File: config.mk
export PLATFORM = sky130hd
export DESIGN_NAME = g3f_step_gen
export DESIGN_NICKNAME = d
export VERILOG_FILES = /design/src/rtl/g3f_pkg.sv /design/src/rtl/g3f_per_cnt.sv /design/src/rtl/g3f_step_gen.sv
export SDC_FILE = /design/constraint.sdc
export NUM_CORES = 1
export LEC_CHECK = 0
export ABC_AREA = 1
export CAP_MARGIN = 20
export CORE_ASPECT_RATIO = 0.6
export CORE_MARGIN = 4
export CORE_UTILIZATION = 26
export CTS_BUF_LIST = sky130_fd_sc_hd__clkbuf_4
export DETAILED_ROUTE_END_ITERATION = 12
export GPL_TIMING_DRIVEN = 0
export PLACE_DENSITY = 0.46
export REMOVE_ABC_BUFFERS = 1
export SETUP_SLACK_MARGIN = 0.02
export SLEW_MARGIN = 20
export SYNTH_ARGS = -nofsm -noshare
export SYNTH_HDL_FRONTEND = slang
export SYNTH_SLANG_ARGS = --single-unit
export TNS_END_PERCENT = 50
File: constraint.sdc
create_clock -name clk_i -period 8.7 [get_ports clk_i]
set_input_delay 1.74 -clock clk_i [delete_from_list [all_inputs] [get_ports clk_i]]
set_output_delay 1.74 -clock clk_i [all_outputs]
set_load 0.05 [all_outputs]
File: src/rtl/g3f_pkg.sv
// g3f_pkg: shared types and constants for the g3f step-clock generator.
//   g3f_state_e : ramp state machine encoding
//   MIN_PER     : shortest legal SE period, so SE always has a low cycle
//   DIV_W_DEF   : default width of period values and the period counter
package g3f_pkg;

   localparam int DIV_W_DEF = 16;
   localparam int MIN_PER   = 2;

   typedef enum logic [1:0] {
      IDLE  = 2'd0,
      ACCEL = 2'd1,
      RUN   = 2'd2,
      DECEL = 2'd3
   } g3f_state_e;

endpackage

File: src/rtl/g3f_per_cnt.sv
// g3f_per_cnt: loadable period down-counter with terminal-count flag.
//   clk_i      : system clock
//   rst_n_i    : async active-low reset, counter clears to 0
//   load_i     : load load_val_i this cycle (wins over decrement)
//   load_val_i : reload value
//   dec_i      : decrement enable, stops at 0
//   tc_o       : high while the count is 1 (the step-event cycle)
module g3f_per_cnt
   import g3f_pkg::*;
#(
   parameter int DIV_W = DIV_W_DEF
) (
   input  logic             clk_i,
   input  logic             rst_n_i,
   input  logic             load_i,
   input  logic [DIV_W-1:0] load_val_i,
   input  logic             dec_i,
   output logic             tc_o
);

   logic [DIV_W-1:0] cnt_q, cnt_d;

   always_comb begin
      cnt_d = cnt_q;
      if (load_i)
         cnt_d = load_val_i;
      else if (dec_i && (cnt_q != '0))
         cnt_d = cnt_q - DIV_W'(1);
   end

   always_ff @(posedge clk_i or negedge rst_n_i) begin
      if (!rst_n_i)
         cnt_q <= '0;
      else
         cnt_q <= cnt_d;
   end

   assign tc_o = (cnt_q == DIV_W'(1));

endmodule

File: src/rtl/g3f_step_gen.sv
// g3f_step_gen: step-clock generator with linear soft-start/soft-stop ramp
// feeding the three-phase ring generator.
//   clk_i       : system clock
//   rst_n_i     : async active-low reset
//   en_i        : run request (level)
//   start_per_i : period at start and end of the ramp
//   target_i    : run period
//   ramp_step_i : period change per SE pulse while ramping
//   se_o        : one-cycle step pulse
//   busy_o      : state is not IDLE
//   at_speed_o  : state is RUN
//   cur_per_o   : period currently in effect
//
// state | meaning
// IDLE  | stopped, no SE, counter held
// ACCEL | ramping CUR_PER toward the target period
// RUN   | CUR_PER equals the target period
// DECEL | ramping CUR_PER back out to the start period, then stop
module g3f_step_gen
   import g3f_pkg::*;
#(
   parameter int DIV_W = DIV_W_DEF
) (
   input  logic             clk_i,
   input  logic             rst_n_i,
   input  logic             en_i,
   input  logic [DIV_W-1:0] start_per_i,
   input  logic [DIV_W-1:0] target_i,
   input  logic [DIV_W-1:0] ramp_step_i,
   output logic             se_o,
   output logic             busy_o,
   output logic             at_speed_o,
   output logic [DIV_W-1:0] cur_per_o
);

   localparam logic [DIV_W-1:0] MIN_PER_W = DIV_W'(MIN_PER);

   g3f_state_e       state_q, state_d;
   logic [DIV_W-1:0] cur_per_q, cur_per_d;
   logic             se_q, se_d;
   logic             busy_q, at_speed_q;

   logic [DIV_W-1:0] st, tgt;
   logic [DIV_W:0]   sum;
   logic [DIV_W-1:0] up_sat, dn_sat, toward_per, decel_per;
   logic             tc, step_evt, cnt_load;

   // Ramp arithmetic, all saturating in DIV_W bits.
   always_comb begin
      st  = (start_per_i < MIN_PER_W) ? MIN_PER_W : start_per_i;
      tgt = (target_i    < MIN_PER_W) ? MIN_PER_W : target_i;
      sum    = {1'b0, cur_per_q} + {1'b0, ramp_step_i};
      up_sat = sum[DIV_W] ? '1 : sum[DIV_W-1:0];
      dn_sat = (cur_per_q > ramp_step_i) ? (cur_per_q - ramp_step_i) : '0;
      // A zero step jumps straight to the destination instead of stalling.
      if ((ramp_step_i == '0) || (cur_per_q == tgt))
         toward_per = tgt;
      else if (cur_per_q > tgt)
         toward_per = (dn_sat < tgt) ? tgt : dn_sat;
      else
         toward_per = (up_sat > tgt) ? tgt : up_sat;
      if (ramp_step_i == '0)
         decel_per = st;
      else
         decel_per = (up_sat > st) ? st : up_sat;
   end

   assign step_evt = tc && (state_q != IDLE);

   always_comb begin
      state_d   = state_q;
      cur_per_d = cur_per_q;
      se_d      = 1'b0;
      cnt_load  = 1'b0;
      case (state_q)
         IDLE: begin
            if (en_i) begin
               state_d   = ACCEL;
               cur_per_d = st;
               cnt_load  = 1'b1;
            end
         end
         default: begin
            // EN is honoured immediately; the running period always completes.
            if (!en_i) begin
               state_d = DECEL;
               if (step_evt) begin
                  se_d      = 1'b1;
                  cnt_load  = 1'b1;
                  cur_per_d = decel_per;
                  if (cur_per_q >= st)
                     state_d = IDLE;
               end
            end else begin
               state_d = (state_q == DECEL) ? ACCEL : state_q;
               if (step_evt) begin
                  se_d      = 1'b1;
                  cnt_load  = 1'b1;
                  cur_per_d = toward_per;
                  state_d   = (toward_per == tgt) ? RUN : ACCEL;
               end
            end
         end
      endcase
   end

   always_ff @(posedge clk_i or negedge rst_n_i) begin
      if (!rst_n_i) begin
         state_q    <= IDLE;
         cur_per_q  <= '0;
         se_q       <= 1'b0;
         busy_q     <= 1'b0;
         at_speed_q <= 1'b0;
      end else begin
         state_q    <= state_d;
         cur_per_q  <= cur_per_d;
         se_q       <= se_d;
         busy_q     <= (state_d != IDLE);
         at_speed_q <= (state_d == RUN);
      end
   end

   g3f_per_cnt #(
      .DIV_W (DIV_W)
   ) u_per_cnt (
      .clk_i      (clk_i),
      .rst_n_i    (rst_n_i),
      .load_i     (cnt_load),
      .load_val_i (cur_per_d),
      .dec_i      (state_q != IDLE),
      .tc_o       (tc)
   );

   assign se_o       = se_q;
   assign busy_o     = busy_q;
   assign at_speed_o = at_speed_q;
   assign cur_per_o  = cur_per_q;

endmodule

======== After elaboration in Yosys (flattened, before gate mapping) ========
Index checks and enable logic that the tools add are counted.
word-level totals
  bits of input ports ..................... 51
  register bits after elaboration ......... 37
cells by class
  reduce and logical (&&, ||, !) cells .... 9
  equal/unequal tests ..................... 5
  magnitude comparators ................... 8
  $add $sub $neg .......................... 3
  muxes and demuxes ....................... 29
operators with widths
  operator                                                                count
  16-bit two-way mux                                                      17
  16-bit > comparator                                                     4
  16-bit == test                                                          2
  16-bit by 2-bit < comparator with 1-bit output (second input constant)  2
  16-bit by 16-bit adder with 17-bit output                               1
  16-bit by 1-bit == test with 1-bit output (second input constant)       1
  16-bit >= comparator                                                    1
  16-bit zero test                                                        1
  16-bit < comparator                                                     1
  2-bit two-way mux                                                       8
  16-bit nonzero test                                                     1
  16-bit by 1-bit subtractor with 16-bit output (second input constant)   1
  16-bit subtractor                                                       1
  2-bit nonzero test                                                      3
  2-bit == test (second input constant)                                   2
  1-bit two-way mux                                                       4
  1-bit logical AND                                                       2
  2-bit zero test                                                         1
  1-bit logical OR                                                        1

======== Depth between registers and ports, before layout ========
  word-level depth ........................ 12
  mapped depth ............................ 40
  mapped depth without buffers ............ 38

======== Modules after synthesis ========
A second synthesis with hierarchy kept.
unflattened totals
  cells, all modules ...................... 1,190
  area total of the unflattened synthesis .. 7,513.5 um2
modules (own cells, without submodules)
  module        instances  area each (um2)  cells an instance  seq. area each (um2)
  g3f_step_gen  1          6,236.0          997                525.5
  g3f_per_cnt   1          1,277.5          193                400.4

======== Worst setup path after synthesis ========
No wires, ideal clock.
  path type ............................... input port to flip-flop
  start point ............................. in ramp_step_i[0]
  end point ............................... reg busy_q, in the netlist busy_o
  path buffers ............................ 2
  data arrival time ....................... 5.494 ns
  path slack .............................. 3.084 ns
  setup time .............................. 0.121 ns
  stages on the path ...................... 33
  cells stage by stage .................... ha_1 -> fa_1 -> nand3_1 -> nand2_1 -> nand4_1 -> nand3_1 -> a21oi_2 -> o21bai_4 -> inv_2 -> buf_6 -> nand2_1 -> ha_1 -> a21oi_1 -> o211ai_1 -> nand2_1 -> o211ai_1 -> nand2_1 -> nand3_1 -> nand2_1 -> clkbuf_1 -> nand2_1 -> a31oi_1 -> nand2_2 -> nand3_1 -> nand2_1 -> nor2_1 -> nand2_1 -> nor2_1 -> nand2_1 -> nand2_1 -> nand2_1 -> a21oi_2 -> nand2_1
between the ends
  longest elaborated chain between the ends .. 12
ends and longest elaborated chain
  what                                                               line                                    RTL
  start: declaration                                                 g3f_step_gen.sv:29                      input logic [DIV_W-1:0] ramp_step_i,
  16-bit by 16-bit adder with 17-bit output (tied with other cells)  g3f_step_gen.sv:52                      sum = {1'b0, cur_per_q} + {1'b0, ramp_step_i};
  16-bit two-way mux (on tied branches)                              g3f_step_gen.sv:53, g3f_step_gen.sv:54
  16-bit > comparator / 16-bit < comparator (equally long branches)  g3f_step_gen.sv:61, g3f_step_gen.sv:59
  16-bit two-way mux (on tied branches)                              g3f_step_gen.sv:61, g3f_step_gen.sv:59
  16-bit two-way mux                                                 g3f_step_gen.sv:58                      else if (cur_per_q > tgt)
  16-bit two-way mux (*)                                             g3f_step_gen.sv:56                      if ((ramp_step_i == '0) || (cur_per_q == tgt))
  16-bit == test (*)                                                 g3f_step_gen.sv:100                     state_d = (toward_per == tgt) ? RUN : ACCEL;
  2-bit two-way mux (*)                                              g3f_step_gen.sv:100
  2-bit two-way mux (*)                                              g3f_step_gen.sv:96                      if (step_evt) begin
  2-bit two-way mux (*)                                              g3f_step_gen.sv:85                      if (!en_i) begin
  2-bit two-way mux (*)                                              g3f_step_gen.sv:75                      case (state_q)
  2-bit nonzero test (*)                                             g3f_step_gen.sv:118                     busy_q <= (state_d != IDLE);
  end signal: assignment                                             g3f_step_gen.sv:118
  end: declaration                                                   g3f_step_gen.sv:41                      logic busy_q, at_speed_q;
Every way passes the cells marked *; elsewhere a longest branch is shown, timed or not.
A chain may end at the register's enable or synchronous reset.

======== Worst setup path in the final report ========
Ends and elaborated chain as after synthesis.

==> metrics.yaml <==
run_status:
  status: "finished clean"
drt:
  drt_iter0_markers: 931
  vias: 7885
  drc_errors: 0
  finalWirelength_mm: 27.9
  via_per_inst: 5.14
  drtPass1Iterations: 5
  ant_nets: 0
  wl_per_cell_um: 18.2
yosys:
  synth-xor-area-share: 0.0221
  syn_inst: 1128
  ys_types: 50
  synth-adder-area-share: 0.204
  avgSynthCellArea_um2: 6.32
  synth_edf_count: 0
  netlist_area_um2: 7120
  synth_warnings: 0
  synth_common_cells: "nand2_1 (236), inv_1 (149), ha_1 (113)"
  synth_most_common_cell: "nand2_1"
  synth_top_area_frac: 0.198
  synth_seq_area_share: 0.130
  synth_flop_cell: "dfrtp_1"
  synth_mux_area_frac: 0
  ys_seq_elements: 37
  synth_top_family_by_area: "simple AND/OR/NAND/NOR gates"
  ys_async_sr_fraction: 1.00
  synthTopCellsByArea: "ha_1 (20%), dfrtp_1 (13%), nand2_1 (12%)"
  netlist.top_cell.by_area: "ha_1"
  synthSimpleGateAreaFrac: 0.313
  synth-compound-area-share: 0.221
place:
  port_buffers: 69
  place_area_um2: 8120
  finalWeightedCongestion: 0.906
  dp.final_hpwl_mm: 23.3
setup_path:
  critical_path.top_delay_family: "simple AND/OR/NAND/NOR gates"
  crit_path_start_kind: "primary input"
  cp-end-kind: "flip-flop"
  critPathRequiredTime_ps: 9010
  worst_path_max_delay_cell: "nand2_1"
  reg2regPathDepth: 31
  worst_path_largest_cell_delay_ps: 630
  path_buf_inv: 3
  cpMostUsedCell: "nand2_1"
  rr_endpoint: "busy_o"
  ff2ff_setup_slack_ps: 2090
  critPathArrivalTime_ps: 8310
  crit_type: "in -> reg"
  crit_fanout: 32
  path_depth: 32
  rr_startpoint: "cur_per_o[3]"
cells_and_area:
  n_fill_cell: 3006
  layout.nets: 1337
  drive_gt1_frac: 0.0546
  syn2layout_area_growth_pct: 14.9
  design_area_um2: 8180
run:
  maxCapViolCount: 0
floorplan:
  coreArea_um2: 26700
  die_w_um: 222
  io_pins: 70
  initial_core_util: 0.267
  chipHeight_um: 136
  row_count: 46
  die-area_um2: 30200
sta:
  hold_viol_final: 0
  slew_viol_final: 0
  setup_viol: 0
  max_freq_ghz: 0.125
  fin_crit_sh: 0.920
  clock_skew_ps: 11.2
  rsz0062_at_grt: "no"
  min_period_ps: 8000
  finalSetupTns_ps: 0
  holdWs_ps: 578
  relSlewSlack: 0.281
  tightest_slew_ps: 1080
global_route:
  grt_pass1_vias: 7157
  grt_max_degree: 40
  grt-ovfl-total: 0
  grt_pass1_wl_mm: 43.6
  grt_util_all_layers: 0.183
  antenna_found_initial: 1
power:
  p_sw_w: 0.00205
  p_leak_nw: 4.00
  comb_power_share: 0.846
  clkPwrFrac: 0.031
  power.density_nw_per_um2: 397
  netSwitchingFraction: 0.631
  intPower_w: 0.00120
  max-vdd-ir-drop_mv: 0.111
  seqPwrFrac: 0.123
clocking:
  cts_buffer_depth: 2
  clkLatencyLatePin_ps: 370
  postCtsSetupBuffers: 0
  clock_sinks: 37
  path_clk_slew_ps: 110
  holdBufCountCts: 0
  cts_made_buffers: 5
  htreeDepth: 2
  cts_root_buffer: "clkbuf_4"
  cts_resized: 0
  cts_tree: "done"
min_path:
  hold_end: "u_per_cnt.cnt_q[14]"
  hold_depth: 2
  min-delay-path-class: "reg -> reg"
  min_from: "u_per_cnt.cnt_q[14]"
## through the flow
stage               setup slack (ps)  std cells  utilization  total power (W)
floorplan                       2850       1091            -          0.00228
global placement                 400       1520        0.302          0.00306
detailed placement               473       1524        0.304          0.00308
CTS                              877       1532        0.306          0.00320
global route                     120       1533        0.306          0.00363
finish                           699       1533        0.306          0.00325
## worst max path at each step
stage                         startpoint     end  slack [ps]
after floorplan           ramp_step_i[0]  busy_o        2850
after global placement    ramp_step_i[0]  busy_o         400
after detailed placement  ramp_step_i[0]  busy_o         470
after CTS                 ramp_step_i[0]  busy_o         880
after global routing      ramp_step_i[0]  busy_o         120
final                     ramp_step_i[0]  busy_o         700
## placed cells by master, fill, tap and decap left out, types with 4 or more instances in the layout
cell type	netlist	routed
nor3_1	11	11
xor2_1	15	15
a21oi_1	92	92
nor2_1	85	83
a31oi_1	5	5
a21oi_2	4	4
nand3_1	97	97
clkbuf_4	0	8
nand2_1	236	236
dfrtp_1	37	37
nand4_1	27	27
nor2_2	4	6
o21bai_1	8	8
a211oi_1	6	6
clkdlybuf4s50_1	0	67
inv_2	5	7
a32oi_1	4	4
o211ai_1	32	32
o21ai_0	85	85
nand3_2	10	10
ha_1	113	113
o21a_1	7	7
inv_1	149	148
nand2_2	12	12
nor4_1	6	4
## flip-flops by register name, indices dropped and copies added, names as in the netlist
register,count
se_o,1
u_per_cnt.cnt_q,16
cur_per_o,16
busy_o,1
at_speed_o,1
state_q,2
## power groups by stage
stage / clock, W / combinational [W] / sequential [W]
final: 0.000102 / 0.00275 / 0.000399
after global routing: 0.000115 / 0.00310 / 0.000416
after CTS: 0.000107 / 0.00269 / 0.000401
after detailed placement: 0 / 0.00268 / 0.000405
after global placement: 0 / 0.00266 / 0.000407
after floorplan: 0 / 0.00180 / 0.000474
## cells by family (layout without fill, tap and decap cells)
kind of cell | Yosys count | after routing
compound gates | 266 | 266
xor+xnor | 18 | 18
fa+ha+maj | 115 | 115
buf+inv | 194 | 238
flops | 37 | 37
other cells | 0 | 1
simple gates | 498 | 498
## routing by layer
layer	vias up	share of wire	track usage
met2	308	0.34	0.231
met5	-	0	0
met4	0	0.0029	0.00895
met1	3624	0.57	0.322
li1	3938	-	-
met3	15	0.082	0.0281
## layout make-up
class                           count  area, µm²  area share
Inverter                          157        589      0.0720
Timing Repair Buffer               73        721      0.0881
Tap cell                          360        450      0.0550
Multi-Input combinational cell    897       5440       0.664
Clock buffer                        8       60.1     0.00734
Antenna cell                        1       2.50    0.000306
Sequential cell                    37        926       0.113
## worst register-to-register path: cells and delay by family (launching register included)
kind,cells,cell delay [ps]
DFF,1,530
and+or+nand+nor,21,3480
AOI/OAI and AO/OA,5,1120
buffers and inverters,3,500
adders and majority gates,2,910
Power figures use the tool's default switching activity.
